[config.mk]
export PLATFORM = sky130hd
export DESIGN_NAME = uart_tx_sched
export DESIGN_NICKNAME = d
export VERILOG_FILES = /design/src/rtl/uart_tx_sched.sv
export SDC_FILE = /design/constraint.sdc
export NUM_CORES = 1
export LEC_CHECK = 0
export BUFFER_PORTS_ARGS = -buffer_cell sky130_fd_sc_hd__clkbuf_2
export CAP_MARGIN = 5
export CORE_MARGIN = 3
export CORE_UTILIZATION = 31
export CTS_CLUSTER_SIZE = 16
export DETAILED_ROUTE_END_ITERATION = 16
export PLACE_DENSITY = 0.88
export SKIP_CTS_REPAIR_TIMING = 1
export SYNTH_ARGS = -nofsm -noshare
export SYNTH_HDL_FRONTEND = slang
export SYNTH_SLANG_ARGS = --single-unit
[constraint.sdc]
create_clock -name clk -period 1.5 [get_ports clk]
set_input_delay 0.3 -clock clk [delete_from_list [all_inputs] [get_ports clk]]
set_output_delay 0.3 -clock clk [all_outputs]
set_load 0.01 [all_outputs]
[src/rtl/uart_tx_sched.sv]
// -----------------------------------------------------------------------------
// uart_tx_sched
//
// Shares the iodev UART transmitter between the CPU data port and NUM_REQ
// hardware byte sources (debug logger, trace unit, ...).
//
// The CPU always wins. Whenever cpu_en is high the iodev port is a plain wire
// from the CPU and the scheduler freezes. In every other cycle the scheduler
// owns the iodev port. It picks one requester round-robin, polls the UART
// status register (offset 0x3) until the busy bit clears, and then writes the
// latched byte to the UART data register (offset 0x2).
//
// Ports
//   clk, resetn          clock, synchronous active-low reset
//   cpu_en               CPU selects iodev; overrides the scheduler
//   cpu_write_enable     CPU write strobes (bit 2 = word write)
//   cpu_addr             CPU address
//   cpu_data_in          CPU write data
//   cpu_data_out         read data returned to the CPU (= io_data_out)
//   req_valid[i]         requester i has a byte pending
//   req_data[8i+7:8i]    byte offered by requester i
//   req_ready[i]         one-hot; the byte is taken on the edge with valid&ready
//   io_en                iodev enable
//   io_write_enable      iodev write strobes
//   io_addr              iodev address
//   io_data_in           iodev write data
//   io_data_out          iodev read data (combinational)
//   sched_busy           scheduler is anywhere but IDLE
//   sent_count           bytes written by the scheduler, wraps modulo 2^CNT_W
// -----------------------------------------------------------------------------
module uart_tx_sched #(
   parameter int NUM_REQ = 2,
   parameter int CNT_W   = 16
) (
   input  logic                   clk,
   input  logic                   resetn,
   input  logic                   cpu_en,
   input  logic [2:0]             cpu_write_enable,
   input  logic [23:0]            cpu_addr,
   input  logic [31:0]            cpu_data_in,
   output logic [31:0]            cpu_data_out,
   input  logic [NUM_REQ-1:0]     req_valid,
   input  logic [8*NUM_REQ-1:0]   req_data,
   output logic [NUM_REQ-1:0]     req_ready,
   output logic                   io_en,
   output logic [2:0]             io_write_enable,
   output logic [23:0]            io_addr,
   output logic [31:0]            io_data_in,
   input  logic [31:0]            io_data_out,
   output logic                   sched_busy,
   output logic [CNT_W-1:0]       sent_count
);

   localparam int          IDX_W       = (NUM_REQ > 1) ? $clog2(NUM_REQ) : 1;
   localparam logic [23:0] UART_DATA   = 24'h000002;
   localparam logic [23:0] UART_STATUS = 24'h000003;
   localparam logic [2:0]  WE_WORD     = 3'b100;

   typedef enum logic [1:0] {
      ST_IDLE,
      ST_POLL,
      ST_WRITE,
      ST_SETTLE
   } state_t;

   state_t             state;
   state_t             state_nxt;

   logic [IDX_W-1:0]   rr_ptr;
   logic [IDX_W-1:0]   gnt_idx;
   logic [IDX_W-1:0]   gnt_inc;
   logic [7:0]         byte_q;

   logic               pick_vld;
   logic [IDX_W-1:0]   pick_idx;
   logic [IDX_W:0]     scan_sum;
   logic [IDX_W-1:0]   scan_idx;

   logic               grant_fire;
   logic               write_fire;

   logic [7:0]         req_byte [NUM_REQ];

   // Unpack the flat requester data bus into one byte per requester.
   for (genvar g = 0; g < NUM_REQ; g++) begin : g_unpack
      assign req_byte[g] = req_data[8*g +: 8];
   end

   // Round-robin search: try rr_ptr, rr_ptr+1, ... wrapping at NUM_REQ.
   // The sum is one bit wider so the wrap compare cannot overflow.
   always_comb begin
      pick_vld = 1'b0;
      pick_idx = '0;
      scan_sum = '0;
      scan_idx = '0;
      for (int k = 0; k < NUM_REQ; k++) begin
         scan_sum = {1'b0, rr_ptr} + (IDX_W+1)'(k);
         if (scan_sum >= (IDX_W+1)'(NUM_REQ)) begin
            scan_sum = scan_sum - (IDX_W+1)'(NUM_REQ);
         end
         scan_idx = scan_sum[IDX_W-1:0];
         if (!pick_vld && req_valid[scan_idx]) begin
            pick_vld = 1'b1;
            pick_idx = scan_idx;
         end
      end
   end

   // After serving gnt_idx, the next requester up gets first look.
   assign gnt_inc = (gnt_idx == IDX_W'(NUM_REQ - 1)) ? '0 : gnt_idx + IDX_W'(1);

   // The scheduler only acts in cycles where the CPU leaves the bus alone.
   assign grant_fire = !cpu_en && (state == ST_IDLE) && pick_vld;
   assign write_fire = !cpu_en && (state == ST_WRITE);

   // Next state. A CPU access freezes the scheduler, except that a WRITE it
   // pre-empts falls back to POLL: the UART may have gone busy under the CPU,
   // so the status has to be read again before retrying the byte.
   always_comb begin
      state_nxt = state;
      if (cpu_en) begin
         if (state == ST_WRITE) begin
            state_nxt = ST_POLL;
         end
      end else begin
         case (state)
            ST_IDLE:   if (pick_vld)        state_nxt = ST_POLL;
            ST_POLL:   if (!io_data_out[0]) state_nxt = ST_WRITE;
            ST_WRITE:  state_nxt = ST_SETTLE;
            ST_SETTLE: state_nxt = ST_IDLE;
            default:   state_nxt = ST_IDLE;
         endcase
      end
   end

   // Bus mux and handshake. Fields the scheduler does not use are driven 0.
   // SETTLE leaves the bus idle for the cycle in which the UART raises busy,
   // so the next POLL cannot see a stale "not busy".
   always_comb begin
      io_en           = 1'b0;
      io_write_enable = '0;
      io_addr         = '0;
      io_data_in      = '0;
      req_ready       = '0;
      if (cpu_en) begin
         io_en           = 1'b1;
         io_write_enable = cpu_write_enable;
         io_addr         = cpu_addr;
         io_data_in      = cpu_data_in;
      end else begin
         case (state)
            ST_POLL: begin
               io_en   = 1'b1;
               io_addr = UART_STATUS;
            end
            ST_WRITE: begin
               io_en              = 1'b1;
               io_write_enable    = WE_WORD;
               io_addr            = UART_DATA;
               io_data_in         = {24'b0, byte_q};
               req_ready[gnt_idx] = 1'b1;
            end
            default: begin
            end
         endcase
      end
   end

   assign cpu_data_out = io_data_out;
   assign sched_busy   = (state != ST_IDLE);

   // State register.
   always_ff @(posedge clk) begin
      if (!resetn) begin
         state <= ST_IDLE;
      end else begin
         state <= state_nxt;
      end
   end

   // Grant, latched byte, fairness pointer and statistics. The byte is
   // latched at grant time so the requester may drop valid afterwards. A
   // reset discards it without a handshake.
   always_ff @(posedge clk) begin
      if (!resetn) begin
         rr_ptr     <= '0;
         gnt_idx    <= '0;
         byte_q     <= '0;
         sent_count <= '0;
      end else begin
         if (grant_fire) begin
            gnt_idx <= pick_idx;
            byte_q  <= req_byte[pick_idx];
         end
         if (write_fire) begin
            sent_count <= sent_count + CNT_W'(1);
            rr_ptr     <= gnt_inc;
         end
      end
   end

endmodule

==> impl_results.md <==
* WL/cell at 16.2 um
* Pwr Total at 2.06 mW
* Worst slew pin tran at 298 ps
* Required time of the critical path at 1200 ps
* DRT iter0 DRCs at 27
* Failing checks: negative setup slack
* IO Port Bufs at 160
* Post-synthesis async set-or-reset flop share at 0%
* Starting Density at 32.9%
* Area contributors post-synth: dfxtp_1, and2_1, buf_4
* Mean Syn Cell Area at 7.67 um^2
* Residual DRC count at 0
* Largest net degree at the start of global routing at 60
* GPL Wtd Cong at 0.807
* RSZ-0062 raised after global routing: yes
* Max Slew Vio Count at 0
* WP data arrival at 1380 ps
* N_diodes at 0
* Vias in the first global route at 2153
* Syn Inst Count at 261
* Syn Nets at 377
* Final core occ at 51.3%
* Iteration count of the initial detailed-routing pass at 4
* Clock sinks at 28
* P&R area growth vs syn at 56.0%
* Relative slew margins at 80.1%
* Final setup vio count at 16
* Hold WS at 313 ps
* CTS Root Cell: clkbuf_8
* Routed Antenna Nets at 0
* Final worst path period share at 112%
* Status: finished, violations left
* Pleak at 1.63 nW
* Post-synth top area share at 28.0%
* # rows at 28
* Number of I/O pins at 223
* Flops & latches, synth at 28
* Clock buffer depth at 2
* Core box area at 0.00610 mm^2
* GRT overflow at 0
* Synth Warn # at 0
* Fin. Hold Viols at 0
* Die area at 0.00746 mm^2
* Crit path time final at 1680 ps
* Max Freq at 594 MHz
* Die Y at 86.4 um
* Vias at 2308
* Flop-to-flop setup slack at -100 ps
* CTS Buf Count at 3
* CTS tree: done
* Maximum vdd ir drop at 0.000541 V
* Max H-tree Level at 1
* Seq/Total Area, Yosys at 28.0%
* All-Layer GR Usage at 17.9%
* Clock Latency Late Sink at 280 ps
* Yosys top cell by area: dfxtp_1
* Setup ws final at -182 ps
* Synth unique cells at 34
* Final wirelength at 7820 um
* CP Capture Type: output pin
* EDFF count, synth at 0
* Clock Skew at 4.59 ps
* Class of the most critical setup path: register to output pin
* Die Width at 86.4 um
* First-pass GRT wire length at 10700 um
* Share of layout cells above drive strength 1 at 54.2%
* Clk pin slew, worst setup/hold paths at 100 ps
* Cell Pwr Density at 659 mW/mm^2
* Worst setup SP type: register
* Area occupied by multi-input gates at 0.00124 mm^2
* Area post-placement at 0.00283 mm^2
* Final nets at 525
* HP Class: primary input to register
* Initial antenna violation count at 0
* FILL cells at 572
* Synth Cell Area at 0.00200 mm^2
* Most frequent cell after synthesis: and2_1
* Final Instance Area at 0.00312 mm^2
* Max_cap viols at 0
* Vias per inst at 4.78
* Commonest cells in the netlist: and2_1, buf_4, dfxtp_1, nand2_1, nor2_1
* Post-DP HPWL at 6130 um
* FF+latch area at 566 um^2
* CP max FO at 6
* Fin Setup TNS at -1900 ps
* Most used flip-flop cell after synthesis: dfxtp_1
## logic make-up (layout without fill, tap and decap cells)
logic type               after synthesis  in the layout  synth area share (%)
multiplexers                          11             11                  5.62
buffers and inverters                 51            198                  15.7
flip-flops                            28             28                  28.0
AO/OA/AOI/OAI                         34             34                  10.1
XOR/XNOR                              10             10                  4.37
adder cells (fa/ha/maj)                4              4                  2.50
AND/OR/NAND/NOR                      123            123                  33.7
## per-layer routing
layer / vias to the layer above / track usage, % / routed length [um]
li1: 1127 / - / -
met3: 10 / 2.76 / 666
met2: 125 / 34.9 / 4170
met1: 1046 / 20.6 / 2930
met4: 0 / 3.12 / 57
met5: - / 0 / 0
## worst max-delay path, cell delays in order (launching register included)
cell	delay, ps
dfxtp_2	350
inv_4	80
ha_4	170
buf_8	120
nor2b_4	140
and2_4	140
buf_6	100
## path summary, 6_finish.rpt
path	startpoint	endpoint	cells past startpoint
worst max-delay path	state[0]$_SDFFE_PN0P_	req_ready[1]	6
worst min-delay path	resetn	gnt_idx$_SDFFE_PN0P_	2
worst max register to register	state[0]$_SDFFE_PN0P_	sent_count[15]$_SDFFE_PN0P_	6
worst min register to register	sent_count[15]$_SDFFE_PN0P_	sent_count[15]$_SDFFE_PN0P_	2
## cells in the final DEF, fill, tap and decap left out, types with 4 or more instances in the layout
cell / count
nor2_1: 20
and2_1: 51
nand2_1: 22
nand4_1: 6
xor2_1: 7
mux2i_1: 9
a21oi_1: 6
buf_4: 21
dfxtp_1: 26
a211oi_1: 9
o21ai_1: 8
clkbuf_2: 147
buf_6: 4
buf_2: 9
## sequential cells by signal (all words and copies together), names as in the netlist
name / flops
gnt_idx: 1
sent_count: 16
byte_q: 8
state: 2
rr_ptr: 1
## cell type report
class | instances | area share (%)
inverter | 6 | 0.881
timing repair buffer | 188 | 35.9
tap | 75 | 3.00
sequential | 28 | 18.1
clock inverter | 1 | 0.961
multi-input combinational | 182 | 39.8
clock buffer | 3 | 1.32
## through the flow
step	setup slack, ps	instances
2_1_floorplan	-23.2	261
3_3_place_gp	29.3	474
3_5_place_dp	-37.4	474
4_1_cts	-307	478
5_1_grt	-223	483
6_report	-182	483
## report_power, final
group / leakage, nW / internal [mW] / total [mW] / switching [mW]
registers: 0.229 / 0.778 / 0.801 / 0.0225
clock network: 0.0357 / 0.358 / 0.608 / 0.250
logic: 1.36 / 0.333 / 0.651 / 0.318
(Power assumes the default switching activity.)
